## config.mk

```make
export PLATFORM = sky130hd
export DESIGN_NAME = inst_addr_ctrl_flat
export DESIGN_NICKNAME = d
export VERILOG_FILES = /design/src/rtl/inst_addr_ctrl_if.sv /design/src/rtl/inst_addr_ctrl.sv /design/src/flat_wrapper.sv
export SDC_FILE = /design/constraint.sdc
export NUM_CORES = 1
export LEC_CHECK = 0
export CAP_MARGIN = 15
export CORE_MARGIN = 10
export CORE_UTILIZATION = 40
export DETAILED_ROUTE_END_ITERATION = 7
export PLACE_DENSITY = 0.7
export SYNTH_ARGS = -nofsm -noshare
export SYNTH_HDL_FRONTEND = slang
export SYNTH_SLANG_ARGS = --single-unit
```

## constraint.sdc

```tcl
create_clock -name Clock -period 3.7 [get_ports Clock]
set_input_delay 0.925 -clock Clock [delete_from_list [all_inputs] [get_ports Clock]]
set_output_delay 0.925 -clock Clock [all_outputs]
set_load 0.01 [all_outputs]
```

## src/rtl/inst_addr_ctrl_if.sv

```systemverilog
// Fetch handshake, decode flags and PC-mux controls exchanged with the instruction address controller.
interface inst_addr_ctrl_if #(
    parameter int unsigned DEPTH_W = 3
);
    logic               InstAck;
    logic               Stall;
    logic               IsBranch;
    logic               BranchTaken;
    logic               IsCall;
    logic               IsReturn;
    logic               InstReq;
    logic               PC_select;
    logic               INC_select;
    logic               PC_enable;
    logic [DEPTH_W-1:0] Depth;
    logic               Fault;

    modport master (
        input  InstAck, Stall, IsBranch, BranchTaken, IsCall, IsReturn,
        output InstReq, PC_select, INC_select, PC_enable, Depth, Fault
    );

    modport slave (
        output InstAck, Stall, IsBranch, BranchTaken, IsCall, IsReturn,
        input  InstReq, PC_select, INC_select, PC_enable, Depth, Fault
    );
endinterface

```

## src/rtl/inst_addr_ctrl.sv

```systemverilog
// Instruction address controller: fetch/decode/update sequencing, call-depth tracking and
// sticky fault on fetch timeout or call-stack over/underflow.
module inst_addr_ctrl #(
    parameter int unsigned DEPTH_W = 3,
    parameter int unsigned TIMEOUT = 15
) (
    input logic              Clock,
    input logic              Reset,
    inst_addr_ctrl_if.master bus_io
);
    localparam int unsigned TimerW = $clog2(TIMEOUT + 1);
    localparam logic [DEPTH_W-1:0] DepthMax = '1;

    typedef enum logic [2:0] {StIdle, StFetch, StDecode, StUpdate, StFault} state_e;

    state_e              state_q, state_d;
    logic [TimerW-1:0]   timer_q, timer_d;
    logic [DEPTH_W-1:0]  depth_q, depth_d;
    logic                ret_q, ret_d;
    logic                br_q, br_d;
    logic                call_q, call_d;

    always_ff @(posedge Clock) begin
        if (Reset) begin
            state_q <= StIdle;
            timer_q <= '0;
            depth_q <= '0;
            ret_q   <= 1'b0;
            br_q    <= 1'b0;
            call_q  <= 1'b0;
        end else begin
            state_q <= state_d;
            timer_q <= timer_d;
            depth_q <= depth_d;
            ret_q   <= ret_d;
            br_q    <= br_d;
            call_q  <= call_d;
        end
    end

    always_comb begin
        state_d = state_q;
        timer_d = timer_q;
        depth_d = depth_q;
        ret_d   = ret_q;
        br_d    = br_q;
        call_d  = call_q;
        unique case (state_q)
            StIdle: state_d = StFetch;
            StFetch: begin
                if (bus_io.InstAck) begin
                    timer_d = '0;
                    state_d = StDecode;
                end else if (timer_q == TimerW'(TIMEOUT - 1)) begin
                    state_d = StFault;
                end else begin
                    timer_d = timer_q + 1'b1;
                end
            end
            StDecode: begin
                if (!bus_io.Stall) begin
                    // Return with an empty call stack never reaches UPDATE.
                    if (bus_io.IsReturn && depth_q == '0) begin
                        state_d = StFault;
                    end else begin
                        ret_d   = bus_io.IsReturn;
                        br_d    = !bus_io.IsReturn && bus_io.IsBranch && bus_io.BranchTaken;
                        call_d  = br_d && bus_io.IsCall;
                        state_d = StUpdate;
                    end
                end
            end
            StUpdate: begin
                state_d = StFetch;
                if (ret_q) begin
                    depth_d = depth_q - 1'b1;
                end else if (call_q) begin
                    // Overflowing call still loads the PC this cycle, then faults.
                    if (depth_q == DepthMax) begin
                        state_d = StFault;
                    end else begin
                        depth_d = depth_q + 1'b1;
                    end
                end
            end
            StFault: state_d = StFault;
            default: state_d = StIdle;
        endcase
    end

    assign bus_io.InstReq    = (state_q == StFetch);
    assign bus_io.PC_enable  = (state_q == StUpdate);
    assign bus_io.PC_select  = !((state_q == StUpdate) && ret_q);
    assign bus_io.INC_select = (state_q == StUpdate) && br_q;
    assign bus_io.Depth      = depth_q;
    assign bus_io.Fault      = (state_q == StFault);
endmodule

```

## src/flat_wrapper.sv

```systemverilog
// flat-port wrapper written by rule: the top's interface ports become plain ports
module inst_addr_ctrl_flat 
#(
    parameter int unsigned DEPTH_W = 3,
    parameter int unsigned TIMEOUT = 15
)
  (Clock, Reset, bus_io_InstAck, bus_io_Stall, bus_io_IsBranch, bus_io_BranchTaken, bus_io_IsCall, bus_io_IsReturn, bus_io_InstReq, bus_io_PC_select, bus_io_INC_select, bus_io_PC_enable, bus_io_Depth, bus_io_Fault);
  inst_addr_ctrl_if #(.DEPTH_W(DEPTH_W)) bus_io_i ();
  input logic Clock;
  input logic Reset;
  input wire logic [$bits(bus_io_i.InstAck)-1:0] bus_io_InstAck;
  input wire logic [$bits(bus_io_i.Stall)-1:0] bus_io_Stall;
  input wire logic [$bits(bus_io_i.IsBranch)-1:0] bus_io_IsBranch;
  input wire logic [$bits(bus_io_i.BranchTaken)-1:0] bus_io_BranchTaken;
  input wire logic [$bits(bus_io_i.IsCall)-1:0] bus_io_IsCall;
  input wire logic [$bits(bus_io_i.IsReturn)-1:0] bus_io_IsReturn;
  output wire logic [$bits(bus_io_i.InstReq)-1:0] bus_io_InstReq;
  output wire logic [$bits(bus_io_i.PC_select)-1:0] bus_io_PC_select;
  output wire logic [$bits(bus_io_i.INC_select)-1:0] bus_io_INC_select;
  output wire logic [$bits(bus_io_i.PC_enable)-1:0] bus_io_PC_enable;
  output wire logic [$bits(bus_io_i.Depth)-1:0] bus_io_Depth;
  output wire logic [$bits(bus_io_i.Fault)-1:0] bus_io_Fault;
  assign bus_io_i.InstAck = bus_io_InstAck;
  assign bus_io_i.Stall = bus_io_Stall;
  assign bus_io_i.IsBranch = bus_io_IsBranch;
  assign bus_io_i.BranchTaken = bus_io_BranchTaken;
  assign bus_io_i.IsCall = bus_io_IsCall;
  assign bus_io_i.IsReturn = bus_io_IsReturn;
  assign bus_io_InstReq = bus_io_i.InstReq;
  assign bus_io_PC_select = bus_io_i.PC_select;
  assign bus_io_INC_select = bus_io_i.INC_select;
  assign bus_io_PC_enable = bus_io_i.PC_enable;
  assign bus_io_Depth = bus_io_i.Depth;
  assign bus_io_Fault = bus_io_i.Fault;
  inst_addr_ctrl #(.DEPTH_W(DEPTH_W), .TIMEOUT(TIMEOUT)) u_core (.Clock(Clock), .Reset(Reset), .bus_io(bus_io_i));
endmodule
```

==> results of run 1 <==
## report_power, final
part	switching [mW]	total (mW)	internal, mW	leakage, nW
clock network	0.0502	0.0921	0.0419	0.0150
logic	0.0440	0.0921	0.0481	0.196
registers	0.0219	0.173	0.151	0.105
total	0.116	0.357	0.241	0.316
## worst max-delay path: stages (launching register included)
cell	delay (ns)
dfxtp_1	0.55
nor3b_2	0.45
clkdlybuf4s50_1	0.62
## cell usage after synthesis, drive strengths merged
cell	count
o31a	1
fa	1
nor4	3
nor2b	2
a31o	2
or4b	1
nand2b	3
o21a	1
nor4b	1
a211oi	4
xnor2	2
nand3	4
inv	7
xor2	1
nor3	2
a31oi	1
ha	2
a2bb2oi	1
and4b	1
nor3b	2
mux2i	2
nor2	9
nand2	6
dfxtp	13
and2	1
buf	1
and3	1
o21ai	4
nand3b	1
o2bb2ai	1
clkbuf	1
a21oi	6
## worst max path at each step
stage | start | to | slack, ns | cells after the start
floorplan | u_core.state_q[0]$_SDFFE_PP0P_ | bus_io_INC_select | 1.88 | 4
global placement | u_core.state_q[0]$_SDFFE_PP0P_ | bus_io_InstReq | 1.21 | 2
detailed placement | u_core.state_q[0]$_SDFFE_PP0P_ | bus_io_InstReq | 1.18 | 2
CTS | u_core.state_q[0]$_SDFFE_PP0P_ | bus_io_InstReq | 0.86 | 2
global route | u_core.state_q[0]$_SDFFE_PP0P_ | bus_io_InstReq | 0.76 | 2
finish | u_core.state_q[0]$_SDFFE_PP0P_ | bus_io_InstReq | 0.87 | 2
## kinds of logic (layout without fill, tap and decap cells)
kind of cell | count (synthesis) | after routing
AND/OR/NAND/NOR | 37 | 37
AO/OA/AOI/OAI | 21 | 21
flip-flops | 13 | 13
buffers and inverters | 9 | 26
adder cells (fa/ha/maj) | 3 | 3
XOR/XNOR | 3 | 3
multiplexers | 2 | 2
## area by class of cell
class / instances / area, µm²
Multi-Input combinational cell: 66 / 467
Timing Repair Buffer: 15 / 150
Fill cell: 171 / 803
Tap cell: 25 / 31.3
Inverter: 7 / 26.3
Sequential cell: 13 / 260
Clock buffer: 4 / 26.3
## layer usage
metal | vias up | track usage | wire length, µm
li1 | 350 | - | -
met1 | 306 | 0.113 | 842
met2 | 17 | 0.124 | 700
met3 | 5 | 0.0318 | 109
met4 | 0 | 0.0574 | 44
met5 | - | 0 | 0
## flip-flops by register name, summed over array words and instances (netlist names)
signal               flops
u_core.timer_q           4
u_core.bus_io.Depth      3
u_core.state_q           3
u_core.br_q              1
u_core.call_q            1
u_core.ret_q             1
==> qor.csv, run 1 <==
metric;value;unit
status;completed;
p_total;0.357;mW
fin_cells;130;
slew_viol_final;0;
antenna_cells;0;
final_util;0.545;
cts_tree;yes;
synth_compound_area_frac;0.180;
hpwl;1260;µm
cp.required;2.77;ns
ys_top_cells_by_area;dfxtp_1 (34%), nor2_1 (4.4%), a21oi_1 (3.9%);
finalSetupViolCount;0;
worstSetupEndpointType;output pin;
coreArea;1760;µm²
synthMuxAreaShare;0.0262;
die_y;63.7;µm
antenna_found_initial;0;
timing.rr.end;u_core.bus_io.Depth[2]$_SDFFE_PP0P_;
whs_path_depth;2;
path_clk_slew;0.09;ns
finalNetCount;117;
dr.pass1.iters;4;
worst_slew_pin_slew;0.503;ns
die_w;63.7;µm
yosysUniqueCellTypes;37;
setup_ws;0.869;ns
rsz0062_at_grt;false;
wl_per_cell;13.1;µm
critPathKind;register to output pin;
routed_wl;1700;µm
powerDensity;371;nW/µm²
cp.arrival;1.91;ns
synthesis.nets;99;
fmax;353;MHz
ys_ff_latch;13;
max_cap_viol_count;0;
grt_usage;0.0896;
hold_buffers;0;
place.gp.congestion;0.857;
final_area;961;µm²
synthXorXnorAreaFrac;0.0344;
hold_start;u_core.timer_q[0]$_SDFFE_PP0P_;
io-pin-count;16;
min_to;u_core.timer_q[0]$_SDFFE_PP0P_;
cts_setup_buffers;0;
cts_root_buf;clkbuf_4;
grt_pass1_vias;644;
netlist_instances;88;
synth_adder_area_share;0.0589;
r2r_cells;6;
grt_start_max_net_pins;15;
leakagePower;0.316;nW
holdWs;0.491;ns
synth_top_family_by_area;simple AND/OR/NAND/NOR gates;
path_max_fanout;10;
drive_gt1_frac;0.0952;
die_area;4060;µm²
dp.cells;126;
seq_area_frac_synth;0.340;
crit_path_start_kind;register;
fin_tns_setup;0;ns
finalHoldViolations;0;
start_util;0.433;
maxSlewHeadroom;0.664;
cts_made_buffers;3;
fin_crit;2.83;ns
grt_pass1_wl;2970;µm
syn_area_per_cell;8.69;µm²
fin_skew;0.00718;ns
layout_commonest_cell;clkdlybuf4s50_1;
r2r-start;u_core.bus_io.Depth[0]$_SDFFE_PP0P_;
drt_first_iter_violations;21;
rows;15;
post_dp_cell_area;935;µm²
hold_path.class;register to register;
cts_resized;0;
area_growth;25.7;%
yosys.area_share.simple;0.311;
ant_nets;0;
cts_sinks;13;
insertion_delay;0.29;ns
port_buffers;15;
clockBufferDepth;2;
fin_crit_sh;0.765;
route.vias.total;678;
yosys.area.top_type_share;0.340;
peakVddDrop;237;µV
r2r_setup_slack;2.00;ns
post_drt_via_cell_ratio;5.22;
synth_warnings;0;
drc;0;
h-tree-depth;1;
pre_cts_slack;1.18;ns
overflow;0;
mostFrequentLayoutCells;clkdlybuf4s50_1 (15), dfxtp_1 (13), nor2_1 (9), inv_1 (7);
yosysTopAreaCell;dfxtp_1;
synth_area;764;µm²
No activity file was read; power rests on OpenSTA's default activity.
==> run 2, diff against run 1 <==
- PLACE_DENSITY: 0.7 -> 0.73
- clock period: 3.7 -> 2.34 ns (I/O delays scaled with it)
==> run 2 against run 1 <==
  * First-iteration DRC count down 43%
  * Global-route usage fell by 0.34 points
  * Total power is 61% higher
  * Combinational power increased by 76%
  * Worst setup slack worse by 0.76 ns
  * Core utilization up 1.6 points
  * Highest routed layer unchanged
  * Via count up 1.8%
  * Largest cell class unchanged
  * Clock skew decreased by 0.0027 ns
  * Flip-flop and latch count did not move
  * Non-clock buffer count up 3
  * Critical path depth increased by 2
  * Die area is the same
==> qor.csv, run 2 (same netlist as run 1, synthesis figures left out) <==
metric;value;unit
status;completed;
cts_root_buf;clkbuf_4;
wl_per_cell;13.1;µm
fmax;448;MHz
fin_skew;0.00447;ns
r2r_cells;6;
h-tree-depth;1;
grt_pass1_vias;679;
post_drt_via_cell_ratio;5.19;
holdWs;0.500;ns
hpwl;1350;µm
hold_path.class;register to register;
route.vias.total;690;
multiInputGateArea;467;µm²
worst_slew_pin_slew;0.387;ns
drive_gt1_frac;0.139;
overflow;0;
leakagePower;0.349;nW
cts_tree;yes;
drc;0;
crit_path_start_kind;register;
nFillCells;168;
finalHoldViolations;0;
rows;15;
grt_start_max_net_pins;12;
fin_tns_setup;0;ns
io-pin-count;16;
critPathKind;register to output pin;
die_y;63.7;µm
antenna_found_initial;0;
fin_crit;2.23;ns
dr.pass1.iters;4;
rsz0062_at_grt;false;
path_clk_slew;0.08;ns
r2r_setup_slack;0.69;ns
die_area;4060;µm²
seqCellArea;263;µm²
p_sw;0.181;mW
mostFrequentLayoutCells;clkdlybuf4s50_1 (14), dfxtp_1 (11), nor2_1 (9), inv_1 (7);
maxSlewHeadroom;0.741;
switching_share;0.315;
drt_first_iter_violations;12;
peakVddDrop;273;µV
cp.required;1.75;ns
finalNetCount;120;
grt_usage;0.0862;
grt_pass1_wl;2970;µm
p_int;0.393;mW
worstSetupEndpointType;output pin;
antenna_cells;0;
path_max_fanout;7;
insertion_delay;0.27;ns
area_growth;29.3;%
largest_reg_flops;4;
p_seq_frac;0.476;
p_total;0.574;mW
combPwrFrac;0.282;
clockBufferDepth;2;
max_cap_viol_count;0;
finalSetupViolCount;0;
cp.arrival;1.65;ns
routed_wl;1750;µm
die_w;63.7;µm
fin_crit_sh;0.953;
ant_nets;0;
cts_sinks;13;
powerDensity;581;nW/µm²
start_util;0.433;
cts_made_buffers;3;
layout_commonest_cell;clkdlybuf4s50_1;
r2r-start;u_core.bus_io.Depth[0]$_SDFFE_PP0P_;
port_buffers;15;
slew_viol_final;0;
crit_path_start;u_core.state_q[2]$_SDFFE_PP0P_;
timing.rr.end;u_core.bus_io.Depth[2]$_SDFFE_PP0P_;
regMostFlops;u_core.timer_q;
pwr-share-clk;0.242;
coreArea;1760;µm²
endpoint;bus_io_PC_select;
place.gp.congestion;0.854;
==> run 2: cell count changes in the layout (fill, tap and decap cells not counted), sizes merged <==
cell	before	now
buf	0	3
clkdlybuf4s50	15	14
dlymetal6s2s	0	1
==> run 2: layer usage <==
metal	global-route usage	part of all wire	vias up
li1	-	-	355
met1	0.105	0.48	323
met2	0.142	0.48	10
met3	0.0265	0.031	2
met4	0.0246	0.0046	0
met5	0	0	-
==> run 2: worst min-delay path by stage <==
stage	from	endpoint	slack, ns	cells past startpoint
floorplan	u_core.br_q$_SDFFE_PP0P_	u_core.br_q$_SDFFE_PP0P_	0.45	2
global placement	u_core.timer_q[0]$_SDFFE_PP0P_	u_core.timer_q[0]$_SDFFE_PP0P_	0.48	2
detailed placement	u_core.call_q$_SDFFE_PP0P_	u_core.call_q$_SDFFE_PP0P_	0.49	2
CTS	u_core.call_q$_SDFFE_PP0P_	u_core.call_q$_SDFFE_PP0P_	0.50	2
global route	u_core.call_q$_SDFFE_PP0P_	u_core.call_q$_SDFFE_PP0P_	0.53	2
finish	u_core.timer_q[0]$_SDFFE_PP0P_	u_core.timer_q[0]$_SDFFE_PP0P_	0.50	2
==> run 2: final cells by class <==
type / count / area share
Clock buffer: 4 / 0.0266
Inverter: 7 / 0.0266
Multi-Input combinational cell: 66 / 0.472
Sequential cell: 13 / 0.266
Tap cell: 25 / 0.0316
Timing Repair Buffer: 18 / 0.177
==> run 2: worst max-delay path, stage by stage (launching register included) <==
cell and delay, ns:
dfxtp_1 0.45, nand3b_1 0.23, inv_1 0.09, nand2_1 0.07, clkdlybuf4s50_1 0.53
==> run 2: repair_timing <==
| item | CTS | global route |
|---|---|---|
| gates resized for setup | 1 | 2 |
| hold buffers | 0 | 0 |
| setup buffers | 0 | 1 |
| setup endpoints to repair | 1 | 1 |
==> run 2: metrics by stage <==
step                       util  instances  area, µm²  setup slack, ns
after CTS                 0.554        132        977           0.0223
after global routing      0.560        133        988           0.0197
final                     0.560        133        988            0.109
after global placement    0.538        128        950            0.288
after floorplan               -         88        764            0.744
after detailed placement  0.538        128        950            0.247
==> run 2: power groups by stage <==
stage	Clock, mW	Combinational, mW	Sequential, mW
2_1_floorplan	0	0.117	0.256
3_3_place_gp	0	0.156	0.275
3_5_place_dp	0	0.159	0.276
4_1_cts	0.144	0.161	0.272
5_1_grt	0.152	0.180	0.278
6_report	0.139	0.162	0.273
==> run 3, diff against run 2 <==
--- a/config.mk
+++ b/config.mk
@@ -8,6 +8,7 @@
 export CAP_MARGIN = 15
-export CORE_MARGIN = 10
-export CORE_UTILIZATION = 40
+export CELL_PAD_IN_SITES_DETAIL_PLACEMENT = 2
+export CELL_PAD_IN_SITES_GLOBAL_PLACEMENT = 2
+export CORE_UTILIZATION = 26
 export DETAILED_ROUTE_END_ITERATION = 7
-export PLACE_DENSITY = 0.73
+export PLACE_DENSITY = 0.78
 export SYNTH_ARGS = -nofsm -noshare
--- a/constraint.sdc
+++ b/constraint.sdc
@@ -3,2 +3,2 @@
 set_output_delay 0.585 -clock Clock [all_outputs]
-set_load 0.01 [all_outputs]
+set_load 0.1 [all_outputs]
==> run 3 against run 2 <==
  * Core utilization fell by 18 points
  * Critical path type unchanged
  * Total power grew 24%
  * Critical endpoint is now bus_io_INC_select
  * Clock power up 6%
==> qor.csv, run 3 (same netlist as run 1, synthesis figures left out) <==
metric;value;unit
die_w;56.2;µm
regMostFlops;u_core.timer_q;
fin_skew;0.00455;ns
leakagePower;0.362;nW
start_util;0.275;
place.gp.congestion;0.739;
cts_resized;0;
final_util;0.381;
grt_usage;0.159;
final_area;1060;µm²
port_buffers;15;
grt_pass1_wl;3860;µm
fin_crit_sh;0.924;
nFillCells;322;
die_area;3160;µm²
finalHoldViolations;0;
crit_path_start_kind;register;
largest_reg_flops;4;
layout_commonest_cell;dfxtp_1;
multiInputGateArea;482;µm²
drt_first_iter_violations;22;
hpwl;1690;µm
rows;19;
die_y;56.2;µm
drive_gt1_frac;0.239;
overflow;0;
ant_nets;0;
hold_buffers;0;
fin_tns_setup;0;ns
grt_start_max_net_pins;10;
cp_top_family;flip-flops;
r2r_setup_slack;0.69;ns
crit_chain;nand3b_1 > clkinvlp_4 > and2_2 > buf_12;
rsz0062_at_grt;false;
slowest_stage;dfxtp_1;
fin_crit;2.16;ns
post_drt_via_cell_ratio;5.13;
hold_path.class;register to register;
grt_pass1_vias;794;
dr.pass1.iters;2;
p_total;0.714;mW
cts_setup_buffers;0;
path_clk_slew;0.09;ns
peakVddDrop;517;µV
antenna_cells;0;
antenna_found_initial;0;
finalNetCount;121;
clockBufferDepth;2;
crit_buf_inv;2;
powerDensity;674;nW/µm²
critPathKind;register to output pin;
slowest_delay;0.48;ns
cts_made_buffers;3;
wl_per_cell;15.1;µm
post_dp_cell_area;1030;µm²
max_cap_viol_count;0;
seqCellArea;260;µm²
finalSetupViolCount;0;
area_growth;38.6;%
insertion_delay;0.29;ns
status;completed;
cts_sinks;13;
routed_wl;2110;µm
io-pin-count;16;
route.vias.total;718;
cp.arrival;1.58;ns
slew_viol_final;0;
worst_slew_pin_slew;0.430;ns
cts_tree;yes;
mostFrequentLayoutCells;dfxtp_1 (13), nor2_1 (9), clkdlybuf4s50_1 (7), buf_4 (7);
coreArea;2780;µm²
worstSetupEndpointType;output pin;
drc;0;
maxSlewHeadroom;0.712;
fmax;463;MHz
cp.required;1.75;ns
h-tree-depth;1;
path_max_fanout;7;
cts_root_buf;clkbuf_4;
-- run 3: worst min-delay path, delay by kind of cell, from the launching register on --
kind	cells	cell delay, ns
flip-flops	1	0.34
AO/OA/AOI/OAI	1	0.05
AND/OR/NAND/NOR	1	0.06
-- run 3: metrics by stage --
step | setup WS (ns) | hold slack, ns | instances
finish | 0.178 | 0.487 | 140
global route | 0.0846 | 0.530 | 140
CTS | 0.0213 | 0.498 | 139
detailed placement | 0.312 | 0.486 | 135
global placement | 0.373 | 0.475 | 135
floorplan | 0.0272 | 0.451 | 88
-- run 3: power by group --
| group | switching (mW) | total (mW) | internal (mW) |
|---|---|---|---|
| registers | 0.0227 | 0.261 | 0.238 |
| clock network | 0.0817 | 0.148 | 0.0663 |
| logic | 0.180 | 0.305 | 0.125 |
-- run 3: area by class of cell --
cell class / instances / share of cell area
Clock buffer: 4 / 0.0248
Tap cell: 31 / 0.0366
Inverter: 7 / 0.0283
Sequential cell: 13 / 0.246
Multi-Input combinational cell: 66 / 0.455
Timing Repair Buffer: 19 / 0.210
-- run 3: per-layer routing --
layer | global-route usage | wire [µm] | share of wire | up-vias
met4 | 0.0523 | 16 | 0.0076 | 0
met3 | 0.0442 | 73 | 0.035 | 2
met5 | 0 | 0 | 0 | -
met1 | 0.191 | 923 | 0.44 | 343
li1 | - | - | - | 359
met2 | 0.274 | 1090 | 0.52 | 14
-- run 3: path summary, 6_finish.rpt --
path                                  startpoint                                  end  depth (start not counted)
min reg2reg       u_core.timer_q[0]$_SDFFE_PP0P_       u_core.timer_q[0]$_SDFFE_PP0P_                          2
min               u_core.timer_q[0]$_SDFFE_PP0P_       u_core.timer_q[0]$_SDFFE_PP0P_                          2
max               u_core.state_q[2]$_SDFFE_PP0P_                    bus_io_INC_select                          4
max reg2reg  u_core.bus_io.Depth[0]$_SDFFE_PP0P_  u_core.bus_io.Depth[2]$_SDFFE_PP0P_                          6
